[src/rtl/instr_encoder_loader_if.sv]
// Field-bundle handshake between an instruction producer and the loader.
//   master : producer side (drives in_valid, in_last and the decoded fields)
//   slave  : loader side (drives in_ready)
interface instr_encoder_loader_if;
  logic        in_valid;
  logic        in_ready;
  logic        in_last;
  logic [6:0]  op;
  logic [2:0]  funct3;
  logic        funct7_5;
  logic [4:0]  rd;
  logic [4:0]  rs1;
  logic [4:0]  rs2;
  logic [31:0] imm;

  modport master (
    output in_valid, in_last, op, funct3, funct7_5, rd, rs1, rs2, imm,
    input  in_ready
  );

  modport slave (
    input  in_valid, in_last, op, funct3, funct7_5, rd, rs1, rs2, imm,
    output in_ready
  );
endinterface

[src/rtl/instr_encoder_loader.sv]
// Sequential RV32I instruction encoder and program loader.
// Packs decoded field bundles into 32-bit words, writes them to instruction memory at
// consecutive word addresses, and holds the core in reset until loading completes.
// Ports:
//   clk, reset       : clock, asynchronous active-high reset
//   start            : begins a load session (honoured in IDLE/DONE only)
//   bus (slave)      : valid/ready field bundle (op, funct3, funct7_5, rd, rs1, rs2, imm, last)
//   mem_we/addr/wdata: imem write port, one-cycle strobe per legal bundle
//   core_hold, done  : core reset hold, load-finished flag
//   err, err_count   : sticky reject flag and saturating reject count
module instr_encoder_loader #(
  parameter int unsigned DEPTH  = 64,
  parameter int unsigned ADDR_W = 8
) (
  input  logic                   clk,
  input  logic                   reset,
  input  logic                   start,
  instr_encoder_loader_if.slave  bus,
  output logic                   mem_we,
  output logic [ADDR_W-1:0]      mem_addr,
  output logic [31:0]            mem_wdata,
  output logic                   core_hold,
  output logic                   done,
  output logic                   err,
  output logic [7:0]             err_count
);

  localparam int unsigned CntW = $clog2(DEPTH + 1);

  localparam logic [6:0] OpR    = 7'b0110011;
  localparam logic [6:0] OpImm  = 7'b0010011;
  localparam logic [6:0] OpLoad = 7'b0000011;
  localparam logic [6:0] OpS    = 7'b0100011;
  localparam logic [6:0] OpB    = 7'b1100011;
  localparam logic [6:0] OpJ    = 7'b1101111;

  typedef enum logic [1:0] {StIdle, StLoad, StFlush, StDone} state_e;

  state_e            state_q, state_d;
  logic [CntW-1:0]   count_q, count_d;
  logic              we_q, we_d;
  logic [ADDR_W-1:0] addr_q, addr_d;
  logic [31:0]       wdata_q, wdata_d;
  logic              err_q, err_d;
  logic [7:0]        err_cnt_q, err_cnt_d;

  logic              ready;
  logic              accept;
  logic              start_ok;
  logic              legal;
  logic [31:0]       enc;
  logic signed [31:0] imm_s;

  // in_ready depends only on registered state, never on in_valid.
  assign ready    = (state_q == StLoad) && (count_q < CntW'(DEPTH));
  assign accept   = bus.in_valid && ready;
  assign start_ok = start && ((state_q == StIdle) || (state_q == StDone));
  assign imm_s    = bus.imm;

  // Field packing and immediate range checks.
  always_comb begin
    enc   = '0;
    legal = 1'b0;
    case (bus.op)
      OpR: begin
        enc   = {1'b0, bus.funct7_5, 5'b0, bus.rs2, bus.rs1, bus.funct3, bus.rd, bus.op};
        legal = 1'b1;
      end
      OpImm, OpLoad: begin
        if (bus.op == OpImm && (bus.funct3 == 3'b001 || bus.funct3 == 3'b101)) begin
          enc   = {1'b0, bus.funct7_5, 5'b0, bus.imm[4:0], bus.rs1, bus.funct3, bus.rd, bus.op};
          legal = (imm_s >= 32'sd0) && (imm_s <= 32'sd31);
        end else begin
          enc   = {bus.imm[11:0], bus.rs1, bus.funct3, bus.rd, bus.op};
          legal = (imm_s >= -32'sd2048) && (imm_s <= 32'sd2047);
        end
      end
      OpS: begin
        enc   = {bus.imm[11:5], bus.rs2, bus.rs1, bus.funct3, bus.imm[4:0], bus.op};
        legal = (imm_s >= -32'sd2048) && (imm_s <= 32'sd2047);
      end
      OpB: begin
        enc   = {bus.imm[12], bus.imm[10:5], bus.rs2, bus.rs1, bus.funct3,
                 bus.imm[4:1], bus.imm[11], bus.op};
        legal = (imm_s >= -32'sd4096) && (imm_s <= 32'sd4094) && !bus.imm[0];
      end
      OpJ: begin
        enc   = {bus.imm[20], bus.imm[10:1], bus.imm[11], bus.imm[19:12], bus.rd, bus.op};
        legal = (imm_s >= -32'sd1048576) && (imm_s <= 32'sd1048574) && !bus.imm[0];
      end
      default: begin
        enc   = '0;
        legal = 1'b0;
      end
    endcase
  end

  // FSM state register.
  always_ff @(posedge clk or posedge reset) begin
    if (reset) state_q <= StIdle;
    else       state_q <= state_d;
  end

  // FSM next state.
  always_comb begin
    state_d = state_q;
    unique case (state_q)
      StIdle:  if (start) state_d = StLoad;
      StLoad: begin
        // Last bundle and filling the final slot collapse into one transition.
        if (accept && (bus.in_last || (legal && count_q == CntW'(DEPTH - 1)))) begin
          state_d = StFlush;
        end
      end
      // Stay until the pending write strobe has been issued.
      StFlush: if (!we_q) state_d = StDone;
      StDone:  if (start) state_d = StLoad;
      default: state_d = StIdle;
    endcase
  end

  // FSM outputs.
  always_comb begin
    bus.in_ready = ready;
    done         = (state_q == StDone);
    core_hold    = (state_q != StDone);
  end

  // Write stage, word counter and error bookkeeping.
  always_comb begin
    we_d      = accept && legal;
    count_d   = count_q;
    addr_d    = addr_q;
    wdata_d   = wdata_q;
    err_d     = err_q;
    err_cnt_d = err_cnt_q;
    if (start_ok) begin
      count_d   = '0;
      addr_d    = '0;
      err_d     = 1'b0;
      err_cnt_d = '0;
    end else if (accept) begin
      if (legal) begin
        addr_d  = ADDR_W'({count_q, 2'b00});
        wdata_d = enc;
        count_d = count_q + 1'b1;
      end else begin
        err_d = 1'b1;
        if (err_cnt_q != 8'hff) err_cnt_d = err_cnt_q + 8'd1;
      end
    end
  end

  always_ff @(posedge clk or posedge reset) begin
    if (reset) begin
      count_q   <= '0;
      we_q      <= 1'b0;
      addr_q    <= '0;
      wdata_q   <= '0;
      err_q     <= 1'b0;
      err_cnt_q <= '0;
    end else begin
      count_q   <= count_d;
      we_q      <= we_d;
      addr_q    <= addr_d;
      wdata_q   <= wdata_d;
      err_q     <= err_d;
      err_cnt_q <= err_cnt_d;
    end
  end

  assign mem_we    = we_q;
  assign mem_addr  = addr_q;
  assign mem_wdata = wdata_q;
  assign err       = err_q;
  assign err_count = err_cnt_q;

endmodule

[src/flat_wrapper.sv]
// flat-port wrapper written by rule: the top's interface ports become plain ports
module instr_encoder_loader_flat 
#(
  parameter int unsigned DEPTH  = 64,
  parameter int unsigned ADDR_W = 8
)
  (clk, reset, start, mem_we, mem_addr, mem_wdata, core_hold, done, err, err_count, bus_in_valid, bus_in_last, bus_op, bus_funct3, bus_funct7_5, bus_rd, bus_rs1, bus_rs2, bus_imm, bus_in_ready);
  instr_encoder_loader_if bus_i ();
  input  logic clk;
  input  logic reset;
  input  logic start;
  output logic mem_we;
  output logic [ADDR_W-1:0] mem_addr;
  output logic [31:0] mem_wdata;
  output logic core_hold;
  output logic done;
  output logic err;
  output logic [7:0] err_count;
  input wire logic [$bits(bus_i.in_valid)-1:0] bus_in_valid;
  input wire logic [$bits(bus_i.in_last)-1:0] bus_in_last;
  input wire logic [$bits(bus_i.op)-1:0] bus_op;
  input wire logic [$bits(bus_i.funct3)-1:0] bus_funct3;
  input wire logic [$bits(bus_i.funct7_5)-1:0] bus_funct7_5;
  input wire logic [$bits(bus_i.rd)-1:0] bus_rd;
  input wire logic [$bits(bus_i.rs1)-1:0] bus_rs1;
  input wire logic [$bits(bus_i.rs2)-1:0] bus_rs2;
  input wire logic [$bits(bus_i.imm)-1:0] bus_imm;
  output wire logic [$bits(bus_i.in_ready)-1:0] bus_in_ready;
  assign bus_i.in_valid = bus_in_valid;
  assign bus_i.in_last = bus_in_last;
  assign bus_i.op = bus_op;
  assign bus_i.funct3 = bus_funct3;
  assign bus_i.funct7_5 = bus_funct7_5;
  assign bus_i.rd = bus_rd;
  assign bus_i.rs1 = bus_rs1;
  assign bus_i.rs2 = bus_rs2;
  assign bus_i.imm = bus_imm;
  assign bus_in_ready = bus_i.in_ready;
  instr_encoder_loader #(.DEPTH(DEPTH), .ADDR_W(ADDR_W)) u_core (.clk(clk), .reset(reset), .start(start), .bus(bus_i), .mem_we(mem_we), .mem_addr(mem_addr), .mem_wdata(mem_wdata), .core_hold(core_hold), .done(done), .err(err), .err_count(err_count));
endmodule
[config.mk]
export PLATFORM = sky130hd
export DESIGN_NAME = instr_encoder_loader_flat
export DESIGN_NICKNAME = d
export VERILOG_FILES = /design/src/rtl/instr_encoder_loader_if.sv /design/src/rtl/instr_encoder_loader.sv /design/src/flat_wrapper.sv
export SDC_FILE = /design/constraint.sdc
export NUM_CORES = 1
export LEC_CHECK = 0
export BUFFER_PORTS_ARGS = -buffer_cell sky130_fd_sc_hd__buf_2
export CAP_MARGIN = 30
export CELL_PAD_IN_SITES_DETAIL_PLACEMENT = 0
export CELL_PAD_IN_SITES_GLOBAL_PLACEMENT = 1
export CORE_MARGIN = 10
export CORE_UTILIZATION = 38
export DETAILED_ROUTE_END_ITERATION = 12
export PLACE_DENSITY_LB_ADDON = 0.05
export SLEW_MARGIN = 20
export SYNTH_ARGS = -nofsm -noshare
export SYNTH_HDL_FRONTEND = slang
export SYNTH_SLANG_ARGS = --single-unit
[constraint.sdc]
create_clock -name clk -period 3.3 [get_ports clk]
set_clock_uncertainty 0.2 [all_clocks]
set_input_delay 0 -clock clk [delete_from_list [all_inputs] [get_ports clk]]
set_output_delay 0 -clock clk [all_outputs]
set_load 0.01 [all_outputs]
* Word level (Yosys, flattened, before mapping)
Cells that the tools add are included.
** Storage, ports and cells
- Output and inout bits :: 53
- Input bits :: 63
- Register bits after elaboration :: 59
- Logic and storage cells :: 86
** Cells by class
- Muxes and demuxes :: 21
- $lt $le $gt $ge :: 9
- Bitwise gates (word level) :: 1
- Reduce and logical (&&, ||, !) cells :: 28
- Equality and inequality tests :: 18
- $add $sub $neg :: 2
** Operators by type and width (number)
- one-hot mux 32 bit (5 select lines) :: 1
- two-way mux 8 bit :: 7
- greater-or-equal comparator 32 x 1 -> 1 bit (second input constant) :: 1
- greater-or-equal comparator 32 x 12 -> 1 bit (second input constant) :: 1
- greater-or-equal comparator 32 x 13 -> 1 bit (second input constant) :: 1
- greater-or-equal comparator 32 x 21 -> 1 bit (second input constant) :: 1
- <= comparator 32 x 12 -> 1 bit (second input constant) :: 1
- <= comparator 32 x 13 -> 1 bit (second input constant) :: 1
- <= comparator 32 x 21 -> 1 bit (second input constant) :: 1
- <= comparator 32 x 6 -> 1 bit (second input constant) :: 1
- two-way mux 32 bit :: 1
- equality test 7 x 6 -> 1 bit (second input constant) :: 3
- two-way mux 7 bit :: 3
- equality test 7 bit (second input constant) :: 2
- logical AND 1 bit :: 13
- AND reduction 3 bit :: 3
- adder 8 x 1 -> 8 bit (second input constant) :: 1
- != test 8 bit (second input constant) :: 1
- adder 7 x 1 -> 7 bit (second input constant) :: 1
- equality test 7 x 2 -> 1 bit (second input constant) :: 1
- equality test 7 x 5 -> 1 bit (second input constant) :: 1
- less-than comparator 7 bit (second input constant) :: 1
- two-way mux 2 bit :: 3
- != test 2 bit (second input constant) :: 3
- other kinds (15) :: 26

* Depth between registers and ports, before layout
- Depth after elaboration :: 10
- Gate-level depth with buffers :: 10
- Depth with buffers taken out :: 8

* Worst setup path after synthesis
No wires, ideal clock.
- Path type :: input port to flip-flop
- From :: input bus_imm[22]
- To :: register u_core.state_q[0]
- Cell stages on the path :: 8
- Path buffers :: 0
- Data required time :: 3021 ps
- Slack :: 1062 ps
- Data arrival time :: 1959 ps
- Library setup time :: 79 ps
- Cell sequence :: nand4_1 or3_1 or4_1 o21a_1 a31oi_1 o21ai_1 a222oi_1 mux2i_1
** On the way
- Longest elaborated chain between the ends :: 9
- Elaborated cells on any way between the ends :: 21
- Classes of those cells :: order compare (8); eq/ne (1); mux (2); reduce/logical (10)
** RTL lines
- start: declaration :: line flat_wrapper.sv:27 : input wire logic [$bits(bus_i.imm)-1:0] bus_imm;
- greater-or-equal comparator 32 x 12 -> 1 bit (tied with other cells) :: line instr_encoder_loader.sv:75, instr_encoder_loader.sv:80
- logical AND 1 bit (on tied branches)
- two-way mux 1 bit (tied with other cells) :: line instr_encoder_loader.sv:70 : if (bus.op == OpImm && (bus.funct3 == 3'b001 || bus.funct3 == 3'b101)) begin
- one-hot mux 1 bit (5 select lines) * :: line instr_encoder_loader.sv:64 : case (bus.op)
- logical AND 1 bit * :: line instr_encoder_loader.sv:111 : if (accept && (bus.in_last || (legal && count_q == CntW'(DEPTH - 1)))) begin
- logical OR 1 bit * :: line instr_encoder_loader.sv:111
- logical AND 1 bit * :: line instr_encoder_loader.sv:111
- != test 2 bit (no source line) *
- AND reduction 3 bit (no source line) *
- end signal: assignment :: line instr_encoder_loader.sv:100 : if (reset) state_q <= StIdle;
- end signal: assignment :: line instr_encoder_loader.sv:101 : else state_q <= state_d;
- end: declaration :: line instr_encoder_loader.sv:39 : state_e state_q, state_d;
Every way passes the cells marked *; elsewhere a longest branch is shown, timed or not.
A chain may end at the register's enable or synchronous reset.

* Worst setup path in the final report
- From :: input bus_imm[11]
- To :: register u_core.state_q[0]
Same word-level chain as after synthesis.

==> metrics <==
status finished clean; Worst-Skew Late Latency 0.33 ns; Avg Inst Size Synth 9.41 um^2; CP Cell Sequence dlygate4sd3_1 > buf_2 > or4_1 > nor3_1 > a32o_1 > nand3_1 > a31oi_1 > o21ai_1 > a222oi_1 > dlygate4sd3_1 > mux2i_1; routed wire length 9050 um; Crit path buffers/inverters 3; Post-Synthesis Cells 304; initial DRC count 90; Synth top area share 49.9%; RSZ-0062 raised after global routing no; largest net degree at the start of global routing 54; vias in the first global route 3,105; Initial Utilization 39.2%; number of antenna violations at the first check in global routing 0; Max clock buf depth 2; Placed Cells 510; Via Count 2,888; top post-synthesis cells by area dfrtp_1, nand2_1, a22oi_1; Max IR drop VDD 0.209 mV; post-synth cell types 50; drt pass-1 iters 4; setup bufs post-CTS 0; final hold violations 0; fin crit share 94.7%; critical path class in -> reg; routed wire length per instance 15.7 um; HP Class in -> reg; max-cap viol count 0; Req. time, crit path 3.35 ns; slowest stage delay, CP 0.65 ns; Synth Cell Area 0.00286 mm^2; Post-synth EDFFs 0; NumNets Final 542; gp weighted congestion 0.766; clk root buf clkbuf_8; Die Ht 107 um; Seq/Total Area, Yosys 49.9%; Crit. End Element register; chip width 107 um; fill count 685; htree depth 3; CP max FO 6; DPL Wire Length 6730 um; clk slew on worst S/H paths 0.07 ns; Final Setup Violations 0; GR Overflow Total 0; async set-reset flop share out of synthesis 100%; Max Clk Rate 0.320 GHz; pwr dens 444 mW/mm^2; Slew headroom 49.5%; GRT Total Usage 16.2%; Core Box Area 0.00729 mm^2; Area Overhead vs Synth 49.4%; Least-Margin Pin Slew 0.751 ns; n_diodes 0; top cell type by total area after synthesis dfrtp_1; clock buffers created by TritonCTS 9; # port buffers 113; fraction of layout cells with a size suffix above 1 29.6%; CTS sink count 57; Final Cell Area 0.00427 mm^2; IO Count 116; first-pass GRT wire length 15,100 um; LEAKAGE 2.04 nW; Worst EP arrival 3.18 ns; Worst Setup Start Kind input port; std cell rows 31; Most Frequent Cell on Critical Path dlygate4sd3_1; setup TNS 0 ns; min Tclk post-route 3.13 ns; drt drc 0; Post-Layout Cell Count 578; Primary FF master, synth dfrtp_1; Post-DP Area 0.00354 mm^2; CTS-repair resized insts 0; slowest library cell on the worst path dlygate4sd3_1; family with the most delay on the worst path buffers and inverters; synth warn 0; max-slew violation count 0; Antenna Violating Nets Remaining 0; Via-to-Cell Ratio 5.00; DIE AREA 0.0114 mm^2; CTS tree yes; Yosys reg bits 57
## tightest hold or removal path: cells and delay by family
| kind | cells | cell delay [ns] |
|---|---|---|
| simple gates | 3 | 0.37 |
| buf+inv | 1 | 0.13 |
| compound gates | 1 | 0.06 |
## metal layers
layer  part of all wire (%)  global-route usage [%]  vias to the layer above  routed length, um
met4                    2.3                    7.64                        0                207
met2                     49                    27.7                       87               4480
met1                     42                    17.9                     1363               3820
met3                    6.0                    5.03                       17                547
met5                      0                       0                        -                  0
li1                       -                       -                     1421                  -
## layout make-up
cell class                 count  area, um^2  area share (%)
clock buffer                  10         128            2.99
tap                           99         124            2.90
multi-input combinational    226        1350            31.5
timing repair buffer         172        1140            26.6
sequential                    57        1430            33.4
inverter                       8        30.0           0.703
clock inverter                 6        82.6            1.93
## layout by cell type, fill, tap and decap left out, drive strengths merged, types with 10 or more instances in the layout
| master | instances |
|---|---|
| clkbuf | 10 |
| dlygate4sd3 | 52 |
| dfrtp | 57 |
| a22oi | 17 |
| nor2 | 30 |
| nand2 | 46 |
| nand3 | 12 |
| buf | 120 |
| o21ai | 26 |
## cell families (layout without fill, tap and decap cells)
group                    after synthesis  after routing  synth area share [%]
XOR/XNOR                              10             10                  3.06
AO/OA/AOI/OAI                         65             65                  15.3
flip-flops                            57             57                  49.9
multiplexers                          10             10                  3.54
adder cells (fa/ha/maj)                5              5                  2.19
buffers and inverters                 22            196                  3.32
AND/OR/NAND/NOR                      134            134                  22.6
other                                  1              2                 0.131
## sequential cells by signal, summed over array words and instances (netlist names)
| signal | cells |
|---|---|
| u_core.mem_addr | 6 |
| u_core.mem_wdata | 32 |
| u_core.mem_we | 1 |
| u_core.err_count | 8 |
| u_core.state_q | 2 |
| u_core.err | 1 |
| u_core.count_q | 7 |
## power by group
group          internal (mW)  leakage, nW  switching (mW)
logic                  0.189         1.14           0.233
clock network          0.421        0.106           0.288
registers              0.737        0.788          0.0292
total                   1.35         2.04           0.551
## repair_timing
action | in CTS | in global routing
endpoints found under the setup margin | 0 | 0
hold buffers | 52 | 0
endpoints found under the hold margin | 62 | 0
## per-stage QoR
step | power, mW | hold slack, ns | setup WS (ns) | util, %
6_report | 1.90 | 0.0743 | 0.174 | 58.6
5_1_grt | 1.99 | 0.113 | 0.0291 | 58.6
4_1_cts | 1.92 | 0.0450 | 0.201 | 58.6
3_5_place_dp | 1.16 | -0.0220 | 0.678 | 48.6
3_3_place_gp | 1.15 | -0.0154 | 0.706 | 48.6
2_1_floorplan | 1.00 | -0.0673 | 1.06 | -
## synthesized netlist by cell type, types with 5 or more instances
library cell,n
dfrtp_1,57
nand2_1,46
nor2_1,30
o21ai_1,22
a22oi_1,17
nand3_1,12
clkbuf_1,9
mux2i_1,9
nand4_1,9
inv_1,8
xnor2_1,7
nor3_1,6
ha_1,5
## worst paths after layout
check | startpoint | to | slack (ns) | depth (start not counted)
max reg2reg | u_core.count_q[0] | u_core.state_q[0] | 0.87 | 7
min reg2reg | u_core.mem_wdata[27] | u_core.mem_wdata[27] | 0.26 | 2
min | bus_op[6] | u_core.mem_wdata[6] | 0.07 | 5
max in group asynchronous | reset | u_core.err_count[5] | 1.92 | 4
max | bus_imm[11] | u_core.state_q[0] | 0.17 | 11
min in group asynchronous | reset | u_core.err_count[2] | 0.16 | 3
(Power assumes the default switching activity.)
